===== src/rtl/alu_pkg.sv =====
// Shared alu opcodes, sequencer command encodings and sequencer state enum.
package alu_pkg;

   localparam logic [3:0] OP_AND   = 4'b0000;
   localparam logic [3:0] OP_ORR   = 4'b0001;
   localparam logic [3:0] OP_ADD   = 4'b0010;
   localparam logic [3:0] OP_SUB   = 4'b0110;
   localparam logic [3:0] OP_NOR   = 4'b1100;
   localparam logic [3:0] OP_PASSB = 4'b0111;
   localparam logic [3:0] OP_IDLE  = 4'b1111;

   localparam logic CMD_PASS = 1'b0;
   localparam logic CMD_MUL  = 1'b1;

   typedef enum logic [1:0] {
      S_IDLE     = 2'd0,
      S_EXEC     = 2'd1,
      S_MUL_STEP = 2'd2,
      S_DONE     = 2'd3
   } seq_state_t;

endpackage


===== src/rtl/alu_mul_sequencer.sv =====
// Multi-cycle command sequencer in front of the shared alu: single PASS ops and
// shift-and-add unsigned multiply using the alu adder, one step per cycle.
module alu_mul_sequencer
   import alu_pkg::*;
#(
   parameter int unsigned WIDTH = 64,
   parameter int unsigned OPW   = 4,
   parameter int unsigned CNTW  = 7
) (
   input  logic             clk,
   input  logic             reset,
   input  logic             req_valid,
   output logic             req_ready,
   input  logic             req_cmd,
   input  logic [OPW-1:0]   req_aluop,
   input  logic [WIDTH-1:0] req_a,
   input  logic [WIDTH-1:0] req_b,
   output logic             resp_valid,
   input  logic             resp_ready,
   output logic [WIDTH-1:0] resp_result,
   output logic             resp_zero,
   output logic             busy,
   output logic [WIDTH-1:0] alu_a,
   output logic [WIDTH-1:0] alu_b,
   output logic [OPW-1:0]   alu_op,
   input  logic [WIDTH-1:0] alu_result,
   input  logic             alu_z
);

   seq_state_t       state, state_d;
   logic [WIDTH-1:0] acc, acc_d, acc_step;
   logic [WIDTH-1:0] mcand, mcand_d;
   logic [WIDTH-1:0] mplier, mplier_d;
   logic [CNTW-1:0]  cnt, cnt_d;
   logic [WIDTH-1:0] opa, opa_d, opb, opb_d;
   logic [OPW-1:0]   aluop, aluop_d;
   logic [WIDTH-1:0] result_d;
   logic             zero_d;
   logic [WIDTH-1:0] alu_a_d, alu_b_d;
   logic [OPW-1:0]   alu_op_d;

   // Next-state, datapath and alu drive; the alu drive is registered from next state.
   always_comb begin
      state_d  = state;
      acc_d    = acc;
      mcand_d  = mcand;
      mplier_d = mplier;
      cnt_d    = cnt;
      opa_d    = opa;
      opb_d    = opb;
      aluop_d  = aluop;
      result_d = resp_result;
      zero_d   = resp_zero;
      acc_step = mplier[0] ? alu_result : acc;

      case (state)
         S_IDLE: begin
            if (req_valid) begin
               if (req_cmd == CMD_PASS) begin
                  opa_d   = req_a;
                  opb_d   = req_b;
                  aluop_d = req_aluop;
                  state_d = S_EXEC;
               end else if (req_b != '0) begin
                  acc_d    = '0;
                  mcand_d  = req_a;
                  mplier_d = req_b;
                  cnt_d    = '0;
                  state_d  = S_MUL_STEP;
               end else begin
                  result_d = '0;
                  zero_d   = 1'b1;
                  state_d  = S_DONE;
               end
            end
         end
         S_EXEC: begin
            result_d = alu_result;
            zero_d   = alu_z;
            state_d  = S_DONE;
         end
         S_MUL_STEP: begin
            acc_d    = acc_step;
            mcand_d  = mcand << 1;
            mplier_d = mplier >> 1;
            cnt_d    = cnt + CNTW'(1);
            if ((mplier_d == '0) || (cnt == CNTW'(WIDTH - 1))) begin
               result_d = acc_step;
               zero_d   = (acc_step == '0);
               state_d  = S_DONE;
            end
         end
         S_DONE: begin
            if (resp_ready) state_d = S_IDLE;
         end
         default: state_d = S_IDLE;
      endcase

      alu_a_d  = '0;
      alu_b_d  = '0;
      alu_op_d = OPW'(OP_IDLE);
      if (state_d == S_EXEC) begin
         alu_a_d  = opa_d;
         alu_b_d  = opb_d;
         alu_op_d = aluop_d;
      end else if (state_d == S_MUL_STEP) begin
         alu_a_d  = acc_d;
         alu_b_d  = mcand_d;
         alu_op_d = OPW'(OP_ADD);
      end
   end

   always_ff @(posedge clk or posedge reset) begin
      if (reset) begin
         state       <= S_IDLE;
         acc         <= '0;
         mcand       <= '0;
         mplier      <= '0;
         cnt         <= '0;
         opa         <= '0;
         opb         <= '0;
         aluop       <= '0;
         req_ready   <= 1'b1;
         resp_valid  <= 1'b0;
         resp_result <= '0;
         resp_zero   <= 1'b0;
         busy        <= 1'b0;
         alu_a       <= '0;
         alu_b       <= '0;
         alu_op      <= OPW'(OP_IDLE);
      end else begin
         state       <= state_d;
         acc         <= acc_d;
         mcand       <= mcand_d;
         mplier      <= mplier_d;
         cnt         <= cnt_d;
         opa         <= opa_d;
         opb         <= opb_d;
         aluop       <= aluop_d;
         req_ready   <= (state_d == S_IDLE);
         resp_valid  <= (state_d == S_DONE);
         resp_result <= result_d;
         resp_zero   <= zero_d;
         busy        <= (state_d != S_IDLE);
         alu_a       <= alu_a_d;
         alu_b       <= alu_b_d;
         alu_op      <= alu_op_d;
      end
   end

endmodule


===== config.mk =====
export PLATFORM = sky130hd
export DESIGN_NAME = alu_mul_sequencer
export DESIGN_NICKNAME = d
export VERILOG_FILES = /design/src/rtl/alu_pkg.sv /design/src/rtl/alu_mul_sequencer.sv
export SDC_FILE = /design/constraint.sdc
export NUM_CORES = 1
export LEC_CHECK = 0
export BUFFER_PORTS_ARGS = -buffer_cell sky130_fd_sc_hd__buf_2
export CORE_MARGIN = 2
export CORE_UTILIZATION = 50
export DETAILED_ROUTE_END_ITERATION = 8
export PLACE_DENSITY_LB_ADDON = 0.08
export REMOVE_ABC_BUFFERS = 1
export SYNTH_ARGS = -nofsm -noshare
export SYNTH_HDL_FRONTEND = slang
export SYNTH_SLANG_ARGS = --single-unit
export TNS_END_PERCENT = 50

===== constraint.sdc =====
create_clock -name clk -period 19.62 [get_ports clk]
set_input_delay 0.981 -clock clk [delete_from_list [all_inputs] [get_ports clk]]
set_output_delay 0.981 -clock clk [all_outputs]
set_load 0.02 [all_outputs]

* Word-level counts from Yosys, hierarchy flattened
Cells that the tools add are included.
** Cells by class
- Multiplexer cells :: 48
- Add/subtract/negate cells :: 1
- Reduce and logical (&&, ||, !) cells :: 11
- Eq/ne operators :: 12
** Operators by type and width (count)
- $mux W64 :: 24
- $pmux W64 S2 :: 3
- $pmux W64 S3 :: 1
- $logic_not A64 Y1 :: 2
- $reduce_bool A64 Y1 :: 1
- $mux W7 :: 3
- $mux W4 :: 5
- $pmux W7 S2 :: 1
- $ne A2 B2 Y1 const B :: 5
- $eq A2 B2 Y1 const B :: 4
- $mux W2 :: 4
- $pmux W2 S4 :: 1
- $add A7 B1 Y7 const B :: 1
- $eq A7 B6 Y1 const B :: 1
- $mux W1 :: 5
- $reduce_and A5 Y1 :: 1
- $eq A2 B1 Y1 const B :: 2
- $logic_not A2 Y1 :: 2
- $reduce_and A4 Y1 :: 1
- $reduce_bool A2 Y1 :: 2
- $pmux W1 S3 :: 1
- $reduce_bool A3 Y1 :: 1
- $logic_or A1 B1 Y1 :: 1
** Word-level totals
- Word-level logic and storage cells :: 88
- Flip-flop bits (word level) :: 533

* Depth between registers and ports, before layout
- Depth after elaboration :: 8
- Gate-level depth with buffers :: 12
- Depth with buffers taken out :: 8

* Worst setup path after synthesis
OpenSTA, ideal clock, no wires.
- Kind :: in2reg
- Start :: in req_b[47]
- End :: reg resp_result[0]
- Stages :: 8
- Data arrival time :: 2.815 ns
- Setup time :: 0.127 ns
- Slack :: 16.678 ns
- Path buffers :: 2
- Cells stage by stage :: nor4_1 > nand4_1 > nor4_4 > nand2_1 > a211oi_1 > buf_4 > buf_6 > mux2_1
** Between the ends
- Word-level cells in the longest chain between the ends :: 3
** Ends and longest elaborated chain
- start: declaration :: line alu_mul_sequencer.sv:17 : input logic [WIDTH-1:0] req_b,
- $reduce_bool A64 Y1 :: line alu_mul_sequencer.sv:64 : end else if (req_b != '0) begin
- $ne A2 B2 Y1 (no source line)
- $reduce_and A5 Y1 (no source line)
- end signal: assignment :: line alu_mul_sequencer.sv:142 : resp_result <= result_d;
- end: declaration :: line alu_mul_sequencer.sv:20 : output logic [WIDTH-1:0] resp_result,
No other way between the ends.
A chain may end at the register's enable or synchronous reset.

* Worst setup path after layout
- Start :: reg state[0]
- End :: reg alu_a[52]
** Between the ends
- Word-level cells in the longest chain between the ends :: 5
- Elaborated cells between the ends (all ways) :: 14
- Classes of those cells :: eq/ne: 5; mux: 8; reduce/logical: 1
** Ends and longest elaborated chain
- start: declaration :: line alu_mul_sequencer.sv:30 : seq_state_t state, state_d;
- start signal: assignment :: line alu_mul_sequencer.sv:132 : state <= state_d;
- $eq A2 B2 Y1 (tied with other cells) :: line alu_mul_sequencer.sv:56 : case (state)
- $pmux W2 S4 :: line alu_mul_sequencer.sv:56
- $eq A2 B2 Y1 :: line alu_mul_sequencer.sv:106 : end else if (state_d == S_MUL_STEP) begin
- $mux W64 :: line alu_mul_sequencer.sv:106
- $mux W64 (*) :: line alu_mul_sequencer.sv:102 : if (state_d == S_EXEC) begin
- net alu_a_d[52] :: line alu_mul_sequencer.sv:39 : logic [WIDTH-1:0] alu_a_d, alu_b_d;
- end signal: assignment :: line alu_mul_sequencer.sv:145 : alu_a <= alu_a_d;
- end: declaration :: line alu_mul_sequencer.sv:23 : output logic [WIDTH-1:0] alu_a,
Mark *: on every way through the listed nets, which the timed path passes. The rest lies on a longest branch.

==> results_tabular.tex <==
\begin{tabular}{lr}
\hline
Metric & Value \\
\hline
\multicolumn{2}{l}{\textbf{Timing}} \\
Min Clock Period, post-route & 4.95 ns \\
Unrepaired setup endpoints after global routing & false \\
Share of the clock period used by the worst path after layout & 25.2\% \\
Total count of hold-check failures in the final report & 0 \\
Worst relative slew slack & 26.0\% \\
Max Freq & 202 MHz \\
Worst-Margin Slew & 1.11 ns \\
Final slew viol count & 0 \\
Final clock skew & 0.0258 ns \\
Final-layout setup total negative slack & 0 ns \\
Worst-case hold slack & 0.481 ns \\
Finish-stage setup viols & 0 \\
\multicolumn{2}{l}{\textbf{Synthesis}} \\
Proportion of netlist area held by the largest area contributor & 52.6\% \\
Top-count cell post-synth & sky130\_fd\_sc\_hd\_\_dfrtp\_1 \\
Yosys cell types & 53 \\
Cell taking the most area after synthesis & sky130\_fd\_sc\_hd\_\_dfrtp\_1 \\
Asr flop ratio synth & 100\% \\
EDFF count, synth & 0 \\
Leading post-synthesis cells by cell area & sky130\_fd\_sc\_hd\_\_dfrtp\_1 53\%, sky130\_fd\_sc\_hd\_\_mux2i\_1 7.5\%, sky130\_fd\_sc\_hd\_\_mux2\_2 6.6\% \\
Primary FF master, synth & sky130\_fd\_sc\_hd\_\_dfrtp\_1 \\
Total of warnings raised by yosys & 0 \\
Synthesized area divided by synthesized cell count & 10.8 µm² \\
Share of the yosys chip area belonging to registers & 53.1\% \\
Flop and latch count out of synthesis & 533 \\
Cells after synthesis & 2,315 \\
Synth top cells by count & 528 x sky130\_fd\_sc\_hd\_\_dfrtp\_1, 276 x sky130\_fd\_sc\_hd\_\_nand2\_1, 189 x sky130\_fd\_sc\_hd\_\_mux2i\_1 \\
Synthesized area & 25,100 µm² \\
\multicolumn{2}{l}{\textbf{Clock network}} \\
TritonCTS clock tree & done \\
Number of buffers added by the clock tree synthesis step & 56 \\
Hold-fix buffers, CTS & 0 \\
Maximum buffer depth of the clock tree & 3 \\
Number of cells upsized or downsized after cts & 0 \\
Source-to-sink clock delay at the later pin of the worst-skew pair & 0.62 ns \\
\# H-tree levels & 2 \\
Clock slew seen by the registers of the worst setup and hold paths & 0.06 ns \\
Number of buffers added for setup after CTS & 0 \\
CTS Root Buffer Type & sky130\_fd\_sc\_hd\_\_clkbuf\_16 \\
Number of sinks handled by clock tree synthesis & 533 \\
\multicolumn{2}{l}{\textbf{Critical path}} \\
Critical path, cell by cell & inv\_1, ha\_4, a2111oi\_0, a31o\_4, clkinv\_2, buf\_4, o21ai\_4, buf\_4, o22ai\_1 \\
Peak fanout along the critical path & 80 \\
Critical path's most frequent cell & sky130\_fd\_sc\_hd\_\_buf\_4 \\
CP peak stage delay & 0.74 ns \\
Slowest CP cell & sky130\_fd\_sc\_hd\_\_clkinv\_2 \\
Data required time at the worst endpoint & 20.04 ns \\
Endpoint class of the critical path & flip-flop \\
Signal arrival time at the worst endpoint & 5.38 ns \\
Worst Setup Path Type & flip-flop to flip-flop \\
Critical path launch point type & flip-flop \\
\multicolumn{2}{l}{\textbf{Power}} \\
Switching component of the power & 2.38 mW \\
Worst IR drop on VDD & 0.170 mV \\
Pwr Density & 191 nW/µm² \\
Share of power burned in registers & 32.8\% \\
Proportion of power drawn by the clock network & 19.0\% \\
Combinational fraction of design power & 48.3\% \\
Fraction of power spent switching nets & 42.6\% \\
Total power draw & 5.58 mW \\
Leak pwr & 14.2 nW \\
Power Internal & 3.20 mW \\
\multicolumn{2}{l}{\textbf{Routing}} \\
Via density & 5.99 \\
Average detailed-routed wire length per instance & 23.2 µm \\
Number of remaining DRC errors & 0 \\
Count of routing violations after the opening detailed-route iteration & 1,816 \\
Via count of the routed design & 19,903 \\
Number of nets with antenna violations after routing & 0 \\
Detailed-router iteration count before antenna repair & 5 \\
Post-Route WL & 77,300 µm \\
\multicolumn{2}{l}{\textbf{Place}} \\
Port bufs & 401 \\
RePlAce Congestion & 0.866 \\
HPWL after detailed placement & 52,300 µm \\
Total placed instance area & 27,400 µm² \\
\# placed instances & 3,217 \\
\multicolumn{2}{l}{\textbf{Finish}} \\
Post-route cell area & 29,200 µm² \\
Post-synthesis to final-layout area growth & 16.5\% \\
Share of layout cells above drive strength 1 & 26.1\% \\
Non-filler cells, final & 3,325 \\
Final \#Nets & 2,811 \\
\multicolumn{2}{l}{\textbf{Die}} \\
Initial Util & 50.4\% \\
I/O pin count & 402 \\
Row count & 82 \\
Die footprint & 52,000 µm² \\
Vertical die dimension & 228 µm \\
Area of the core & 49,900 µm² \\
Chip width & 228 µm \\
\multicolumn{2}{l}{\textbf{Global routing}} \\
Largest net degree at the start of global routing & 162 \\
Remaining global-route overflow & 0 \\
Number of global-route vias before repair & 19,654 \\
First-pass GRT wire length & 119,000 µm \\
Overall fraction of global-route tracks in use & 29.3\% \\
Antenna violations before repair & 7 \\
\multicolumn{2}{l}{\textbf{Run}} \\
Reported max-cap violation count & 0 \\
\multicolumn{2}{l}{\textbf{Worst hold path}} \\
Class of the tightest hold or removal check & flip-flop to flip-flop \\
\multicolumn{2}{l}{\textbf{Outcome}} \\
Outcome & complete, no violations \\
\hline
\end{tabular}
per-stage QoR:
stage                     utilization [%]  setup slack (ns)
after floorplan                         -              3.75
after global routing                 58.6             14.40
after detailed placement             54.9             14.20
final                                58.6             14.67
after CTS                            58.6             14.72
after global placement               54.9             14.27
path summary, 6_finish.rpt:
| check | end | slack (ns) | cells past startpoint | start |
|---|---|---|---|---|
| max | alu_a[52] | 14.67 | 9 | state[0] |
| min | resp_result[0] | 0.48 | 1 | resp_result[0] |
| max reg2reg | alu_a[52] | 14.67 | 9 | state[0] |
| min reg2reg | resp_result[0] | 0.48 | 1 | resp_result[0] |
| max in group asynchronous | mplier[27] | 16.79 | 4 | reset |
| min in group asynchronous | resp_result[45] | 0.51 | 2 | reset |
power by group through the flow:
stage                     combinational (mW)  clock (mW)  sequential, mW
final                                   2.69        1.06            1.83
after global routing                    2.93        1.12            1.87
after CTS                               2.69        1.08            1.82
after detailed placement                2.68           0            1.84
after global placement                  2.63           0            1.83
after floorplan                         1.84           0            1.92
placed cells by master (no fill, tap or decap), drive strengths merged, types with 4 or more instances in the layout:
master  instances
buf           425
a221oi         63
o21ai          72
dfrtp         528
nor3           72
diode           8
a22o           66
a21oi         125
clkinv         17
nand2         276
dfstp           5
clkbuf         79
nor4           58
mux2          197
nand4          14
nand3           6
o211ai          4
and3           65
ha              6
mux2i         189
a311o          63
o21a            5
o22ai          65
nor2b          65
inv            68
nor2           72
metal layers:
metal | track usage [%] | vias up | part of all wire, %
met1 | 42.4 | 10073 | 45
met3 | 6.34 | 125 | 7.2
met4 | 8.88 | 2 | 2.9
met5 | 0 | - | 0.017
li1 | - | 8992 | -
met2 | 44.2 | 711 | 45
final cells by class:
| type | count | area (µm²) |
|---|---|---|
| Fill cell | 4313 | 20600 |
| Multi-Input combinational cell | 1517 | 10700 |
| Timing Repair Buffer | 425 | 2200 |
| Clock inverter | 21 | 188 |
| Antenna cell | 8 | 20.0 |
| Tap cell | 672 | 841 |
| Inverter | 70 | 273 |
| Clock buffer | 79 | 1640 |
| Sequential cell | 533 | 13300 |
logic make-up (layout without fill, tap and decap cells):
group | Yosys count | in the layout | share of synthesized area (%)
buffers and inverters | 265 | 595 | 4.44
adder cells (fa/ha/maj) | 6 | 6 | 0.299
multiplexers | 386 | 386 | 16.4
AO/OA/AOI/OAI | 480 | 480 | 13.4
other | 0 | 8 | 0
flip-flops | 533 | 533 | 53.1
AND/OR/NAND/NOR | 645 | 645 | 12.4
worst max-delay path: cells and delay by family, from the launching register on:
kind	cells	cell delay [ns]
fa+ha+maj	1	0.42
flops	1	0.46
compound gates	4	1.63
buf+inv	4	2.16
sequential cells by signal, indices dropped and copies added, names as in the netlist:
| signal | count |
|---|---|
| acc | 64 |
| alu_a | 64 |
| alu_b | 64 |
| mcand | 64 |
| mplier | 64 |
| opa | 64 |
| opb | 64 |
| resp_result | 64 |
| cnt | 7 |
| alu_op | 4 |
| aluop | 4 |
| state | 2 |
| busy | 1 |
| req_ready | 1 |
| resp_valid | 1 |
| resp_zero | 1 |
Note: power is estimated with default switching activity, not from simulation.
